$ cat src/rtl/loader_pkg.sv
// Shared loader definitions: FSM states, length-field size and the WORD/PCL
// defaults that must agree with the instruction memory.
package loader_pkg;

  localparam int LOADER_WORD = 8;
  localparam int LOADER_PCL  = 32;
  localparam int LEN_BYTES   = 4;

  typedef enum logic [2:0] {
    IDLE,
    LEN,
    DATA,
    CHK,
    DONE
  } state_t;

endpackage

$ cat src/rtl/inst_loader_if.sv
// Byte stream input plus instruction-memory write port of the program loader.
// The slave modport is the loader's view; master is the host/memory side.
interface inst_loader_if
  import loader_pkg::*;
#(
  parameter int WORD = LOADER_WORD,
  parameter int PCL  = LOADER_PCL
);

  logic [WORD-1:0] in_data;
  logic            in_valid;
  logic            in_ready;
  logic            mem_we;
  logic [PCL-1:0]  mem_addr;
  logic [WORD-1:0] mem_wdata;

  modport master (
    output in_data, in_valid,
    input  in_ready, mem_we, mem_addr, mem_wdata
  );

  modport slave (
    input  in_data, in_valid,
    output in_ready, mem_we, mem_addr, mem_wdata
  );

endinterface

$ cat src/rtl/inst_loader.sv
// Program loader: start + base address, 4-byte big-endian length, then payload bytes
// written one per memory location. Define LOADER_CHECKSUM_EN to require a trailing XOR byte.
module inst_loader
  import loader_pkg::*;
#(
  parameter int WORD = LOADER_WORD,
  parameter int PCL  = LOADER_PCL
) (
  input  logic           clk,
  input  logic           rst,
  input  logic           start,
  input  logic [PCL-1:0] base_addr,
  input  logic           abort,
  inst_loader_if.slave   bus,
  output logic           busy,
  output logic           done,
  output logic           err
);

  localparam int               CNT_W    = $clog2(LEN_BYTES);
  localparam logic [CNT_W-1:0] LEN_LAST = CNT_W'(LEN_BYTES - 1);
`ifdef LOADER_CHECKSUM_EN
  localparam state_t TAIL = CHK;
`else
  localparam state_t TAIL = DONE;
`endif

  state_t           state;
  logic [PCL-1:0]   base_q;
  logic [PCL-1:0]   len;
  logic [PCL-1:0]   count;
  logic [CNT_W-1:0] len_cnt;
  logic [PCL-1:0]   len_next;
  logic [PCL-1:0]   count_inc;
  logic             accept;
`ifdef LOADER_CHECKSUM_EN
  logic [WORD-1:0]  chk_acc;
`endif

  assign accept    = bus.in_valid && bus.in_ready;
  assign len_next  = {len[PCL-WORD-1:0], bus.in_data};
  assign count_inc = count + PCL'(1);

  // Outputs are registered next to the state; abort always wins over the
  // same-cycle transition, but a byte accepted in that cycle is still written.
  always_ff @(posedge clk or posedge rst) begin
    if (rst) begin
      state         <= IDLE;
      bus.in_ready  <= 1'b0;
      bus.mem_we    <= 1'b0;
      bus.mem_addr  <= '0;
      bus.mem_wdata <= '0;
      busy          <= 1'b0;
      done          <= 1'b0;
      err           <= 1'b0;
      base_q        <= '0;
      len           <= '0;
      count         <= '0;
      len_cnt       <= '0;
`ifdef LOADER_CHECKSUM_EN
      chk_acc       <= '0;
`endif
    end else begin
      bus.mem_we <= 1'b0;
      done       <= 1'b0;
      case (state)
        IDLE: begin
          if (start) begin
            state        <= LEN;
            bus.in_ready <= 1'b1;
            busy         <= 1'b1;
            err          <= 1'b0;
            base_q       <= base_addr;
            len          <= '0;
            count        <= '0;
            len_cnt      <= '0;
`ifdef LOADER_CHECKSUM_EN
            chk_acc      <= '0;
`endif
          end
        end
        LEN: begin
          if (accept) begin
            len     <= len_next;
            len_cnt <= len_cnt + 1'b1;
          end
          if (abort) begin
            state        <= IDLE;
            bus.in_ready <= 1'b0;
            busy         <= 1'b0;
            err          <= 1'b1;
          end else if (accept && len_cnt == LEN_LAST) begin
            if (len_next == '0) begin
              state        <= TAIL;
              bus.in_ready <= (TAIL == CHK);
              done         <= (TAIL == DONE);
            end else begin
              state <= DATA;
            end
          end
        end
        DATA: begin
          if (accept) begin
            bus.mem_we    <= 1'b1;
            bus.mem_addr  <= base_q + count;
            bus.mem_wdata <= bus.in_data;
            count         <= count_inc;
`ifdef LOADER_CHECKSUM_EN
            chk_acc       <= chk_acc ^ bus.in_data;
`endif
          end
          if (abort) begin
            state        <= IDLE;
            bus.in_ready <= 1'b0;
            busy         <= 1'b0;
            err          <= 1'b1;
          end else if (accept && count_inc == len) begin
            state        <= TAIL;
            bus.in_ready <= (TAIL == CHK);
            done         <= (TAIL == DONE);
          end
        end
`ifdef LOADER_CHECKSUM_EN
        CHK: begin
          if (abort) begin
            state        <= IDLE;
            bus.in_ready <= 1'b0;
            busy         <= 1'b0;
            err          <= 1'b1;
          end else if (accept) begin
            state        <= DONE;
            bus.in_ready <= 1'b0;
            if (bus.in_data == chk_acc) begin
              done <= 1'b1;
            end else begin
              err <= 1'b1;
            end
          end
        end
`endif
        DONE: begin
          state <= IDLE;
          busy  <= 1'b0;
        end
        default: begin
          state        <= IDLE;
          bus.in_ready <= 1'b0;
          busy         <= 1'b0;
        end
      endcase
    end
  end

endmodule

$ cat src/flat_wrapper.sv
// flat-port wrapper written by rule: the top's interface ports become plain ports
module inst_loader_flat import loader_pkg::*;
#(
  parameter int WORD = LOADER_WORD,
  parameter int PCL  = LOADER_PCL
)
  (clk, rst, start, base_addr, abort, busy, done, err, bus_in_data, bus_in_valid, bus_in_ready, bus_mem_we, bus_mem_addr, bus_mem_wdata);
  inst_loader_if #(.WORD(WORD), .PCL(PCL)) bus_i ();
  input  logic clk;
  input  logic rst;
  input  logic start;
  input  logic [PCL-1:0] base_addr;
  input  logic abort;
  output logic busy;
  output logic done;
  output logic err;
  input wire logic [$bits(bus_i.in_data)-1:0] bus_in_data;
  input wire logic [$bits(bus_i.in_valid)-1:0] bus_in_valid;
  output wire logic [$bits(bus_i.in_ready)-1:0] bus_in_ready;
  output wire logic [$bits(bus_i.mem_we)-1:0] bus_mem_we;
  output wire logic [$bits(bus_i.mem_addr)-1:0] bus_mem_addr;
  output wire logic [$bits(bus_i.mem_wdata)-1:0] bus_mem_wdata;
  assign bus_i.in_data = bus_in_data;
  assign bus_i.in_valid = bus_in_valid;
  assign bus_in_ready = bus_i.in_ready;
  assign bus_mem_we = bus_i.mem_we;
  assign bus_mem_addr = bus_i.mem_addr;
  assign bus_mem_wdata = bus_i.mem_wdata;
  inst_loader #(.WORD(WORD), .PCL(PCL)) u_core (.clk(clk), .rst(rst), .start(start), .base_addr(base_addr), .abort(abort), .bus(bus_i), .busy(busy), .done(done), .err(err));
endmodule
$ cat config.mk
export PLATFORM = sky130hd
export DESIGN_NAME = inst_loader_flat
export DESIGN_NICKNAME = d
export VERILOG_FILES = /design/src/rtl/loader_pkg.sv /design/src/rtl/inst_loader_if.sv /design/src/rtl/inst_loader.sv /design/src/flat_wrapper.sv
export SDC_FILE = /design/constraint.sdc
export NUM_CORES = 1
export LEC_CHECK = 0
export ABC_AREA = 1
export CAP_MARGIN = 20
export CORE_AREA = 2 2 137 126
export CTS_BUF_LIST = sky130_fd_sc_hd__clkbuf_4 sky130_fd_sc_hd__clkbuf_8
export CTS_CLUSTER_SIZE = 16
export DETAILED_ROUTE_END_ITERATION = 16
export DIE_AREA = 0 0 139 128
export PLACE_DENSITY = 0.86
export SLEW_MARGIN = 10
export SYNTH_ARGS = -nofsm -noshare
export SYNTH_HDL_FRONTEND = slang
export SYNTH_SLANG_ARGS = --single-unit
$ cat constraint.sdc
create_clock -name clk -period 5.7 [get_ports clk]
set_clock_uncertainty 0.05 [all_clocks]
set_input_delay 1.14 -clock clk [delete_from_list [all_inputs] [get_ports clk]]
set_output_delay 1.14 -clock clk [all_outputs]
set_load 0.05 [all_outputs]
==> reports/qor.csv <==
stage;metric;value;unit
power_and_ir_drop;Sequential Power Share;0.351;
worst_setup_path;Worst EP required;6040;ps
power_and_ir_drop;leakage;4.83;nW
yosys;Post-Syn Instances;1134;
placement;DP HPWL;17.4;mm
power_and_ir_drop;P_sw;1.98;mW
clock_network;CTS root buf;clkbuf_8;
worst_setup_path;Arr. time, crit path;3760;ps
job;MaxCap Viol Count;0;
floorplanning;die footprint;17800;µm²
global_route;GRT overflow;0;
global_route;largest net degree at the start of global routing;118;
global_route;initial antenna violation count;0;
power_and_ir_drop;internal cell power;2.45;mW
routing;post-route ant nets;0;
cells_and_area;number of diodes;0;
yosys;sequential element share of the synthesized area;0.413;
floorplanning;core area;16400;µm²
clock_network;H-tree depth;4;
floorplanning;Die Width;139;µm
worst_setup_path;Worst Setup SP;bus_in_valid;
run_status;status;completed;
yosys;Yosys cell types;40;
floorplanning;FP Rows;45;
cells_and_area;layout cell share with drive strength beyond 1;0.0882;
routing;Via density;5.67;
cells_and_area;most frequent cells in the layout;286 x nand2_1, 146 x dfrtp_1, 127 x inv_1, 114 x nand3_1, 91 x nor2_1;
cells_and_area;commonest non-fill, non-tap cell in the layout;nand2_1;
worst_setup_path;CP peak stage delay;860;ps
routing;Initial DRT Pass Iterations;5;
timing;endpoints failing setup;0;
worst_setup_path;Worst Reg-to-Reg Cells;11;
timing;WHS;435;ps
timing;Fin. Hold Viols;0;
clock_network;Resized cells post-CTS;0;
global_route;GR Util All Layers;0.270;
clock_network;clock sink total;146;
timing;Slew headroom;0.328;
routing;initial DRC count;843;
global_route;global-route wire length before repair;38.0;mm
routing;DR vias;8209;
clock_network;CTS tree;built;
worst_setup_path;WS Path Type;input port to flip-flop;
worst_setup_path;Worst path slowest cell;nand2_1;
yosys;Synth Warn #;0;
worst_setup_path;Critical Path, Cell by Cell;clkdlybuf4s50_1 -> nand2_1 -> nor2_1 -> inv_1 -> nand2_1 -> inv_1 -> nand2_1 -> o21ai_0;
worst_setup_path;Critical Path End Type;flip-flop;
routing;total routed wirelength;23.5;mm
yosys;post-synthesis cell area;8840;µm²
worst_setup_path;startpoint types;input port;
timing;Slew @ Worst Pin;1010;ps
worst_setup_path;Stages on worst setup path;8;
worst_setup_path;RR Endpoint;u_core.bus.mem_addr[30];
hold_path;HP Class;flip-flop to flip-flop;
timing;fmax;0.292;GHz
timing;Slew Limit Fails;0;
timing;fin crit share;0.600;
worst_setup_path;source of the worst register-to-register timing path;u_core.count[0];
cells_and_area;Layout area overhead;17.4;%
worst_setup_path;Crit Path Max Fanout;34;
timing;Total Neg Setup Slack;0;ps
global_route;vias in the first global route;7741;
power_and_ir_drop;Clk pwr share;0.191;
worst_setup_path;CP endpoint;u_core.len_cnt[0];
power_and_ir_drop;Worst VDD drop;0.429;mV
clock_network;cts bufs inserted;17;
clock_network;Post-CTS Setup Bufs;0;
cells_and_area;final instance area;10400;µm²
yosys;Synth Area per Inst;7.80;µm²
floorplanning;I/O pins;90;
power_and_ir_drop;Switching Fraction;0.447;
routing;Residual DRC;0;
power_and_ir_drop;Gate power share;0.458;
clock_network;worst-case clock buffer depth;2;
worst_setup_path;flop-to-flop setup slack;2640;ps
power_and_ir_drop;PwrDens;427;nW/µm²
clock_network;worst skew pair latency;480;ps
yosys;syn_nets;1213;
clock_network;Hold Buf Count CTS;0;
placement;I/O Buffers;89;
timing;Tmin final;3420;ps
placement;gpl congestion;0.955;
cells_and_area;Nets;1302;
timing;unrepaired setup endpoints after global routing;false;
worst_setup_path;most used cell, CP;nand2_1;
yosys;Yosys reg bits;146;
floorplanning;Initial Utilization;0.538;
clock_network;clk slew on worst S/H paths;100;ps
worst_setup_path;Critical path buffers and inverters;3;
placement;placed cell area;9950;µm²
floorplanning;die height;128;µm
worst_setup_path;Largest delay share family, worst path;buffers and inverters;
routing;WL/cell;16.2;µm
## state kept, by name, summed over array words and instances (netlist names)
signal,count
u_core.base_q,32
u_core.bus.mem_addr,32
u_core.count,32
u_core.len,32
u_core.bus.mem_wdata,8
u_core.state,3
u_core.len_cnt,2
u_core.bus.in_ready,1
u_core.bus.mem_we,1
u_core.busy,1
u_core.done,1
u_core.err,1
## layer usage
layer	up-vias	track usage	share of wire
met3	71	0.0770	0.085
met5	-	0	0
met2	347	0.434	0.45
li1	3956	-	-
met1	3835	0.355	0.43
met4	0	0.0933	0.031
## layout make-up
| cell class | instances | area (µm²) |
|---|---|---|
| clock buffer | 18 | 248 |
| clock inverter | 14 | 155 |
| fill | 1415 | 6060 |
| inverter | 132 | 500 |
| multi-input combinational | 831 | 4600 |
| sequential | 146 | 3650 |
| tap | 211 | 264 |
| timing repair buffer | 95 | 956 |
## power groups by stage
stage	Clock, mW	Sequential [mW]	Combinational (mW)
5_1_grt	0.908	1.59	2.21
3_5_place_dp	0	1.57	2.01
6_report	0.848	1.55	2.03
2_1_floorplan	0	1.96	1.00
4_1_cts	0.855	1.55	2.02
3_3_place_gp	0	1.56	1.98
## synthesized netlist by cell type (all sizes together)
cell type / count / area share
o31ai: 1 / 0.00085
nand3: 116 / 0.067
and2: 3 / 0.0021
ha: 33 / 0.047
nor3: 8 / 0.0045
nand4: 7 / 0.0050
or2: 9 / 0.0064
clkbuf: 25 / 0.011
mux2: 31 / 0.039
xnor2: 6 / 0.0059
o21ai: 72 / 0.041
a21boi: 4 / 0.0034
xnor3: 5 / 0.013
a21oi: 38 / 0.022
inv: 132 / 0.056
nand2: 297 / 0.13
dfrtp: 146 / 0.41
o21bai: 3 / 0.0025
fa: 1 / 0.0023
a22o: 1 / 0.00099
nor4: 10 / 0.0071
a221oi: 1 / 0.00099
a31oi: 5 / 0.0035
nor2: 104 / 0.054
a21o: 5 / 0.0042
o211ai: 2 / 0.0017
o211a: 2 / 0.0023
xor2: 20 / 0.020
o22ai: 44 / 0.031
nand3b: 3 / 0.0025
## kinds of logic after synthesis
group / share of synthesized area
AOI/OAI and AO/OA: 0.114
xor gates and xnor gates: 0.0389
adders and majority gates: 0.0490
buffers and inverters: 0.0666
DFF: 0.413
muxes: 0.0395
and+or+nand+nor: 0.279
## worst register-to-register path, stage by stage (launching register included)
cell	delay, ps
dfrtp_1	440
ha_1	220
inv_1	60
fa_1	400
o21ai_0	500
a21boi_0	290
inv_1	170
nand3_1	90
nand3_1	200
a31oi_1	130
xor2_1	250
o21ai_0	110
## worst min path at each step
| stage | start | cells past startpoint | end | slack [ps] |
|---|---|---|---|---|
| 2_1_floorplan | u_core.len_cnt[0] | 1 | u_core.len_cnt[0] | 420 |
| 3_3_place_gp | u_core.bus.mem_addr[0] | 2 | u_core.bus.mem_addr[0] | 400 |
| 3_5_place_dp | u_core.bus.mem_wdata[6] | 2 | u_core.bus.mem_wdata[6] | 410 |
| 4_1_cts | u_core.bus.mem_wdata[2] | 2 | u_core.bus.mem_wdata[2] | 440 |
| 5_1_grt | u_core.bus.mem_addr[18] | 2 | u_core.bus.mem_addr[18] | 470 |
| 6_report | u_core.bus.mem_addr[0] | 2 | u_core.bus.mem_addr[0] | 430 |
## through the flow
step	utilization	total power, mW	cells	worst slack, ps
floorplan	-	2.97	1134	587
global placement	0.605	3.54	1414	1860
detailed placement	0.605	3.58	1414	1850
CTS	0.630	4.43	1446	2360
global route	0.631	4.71	1447	2000
finish	0.631	4.43	1447	2280
Note: power is estimated with default switching activity, not from simulation.
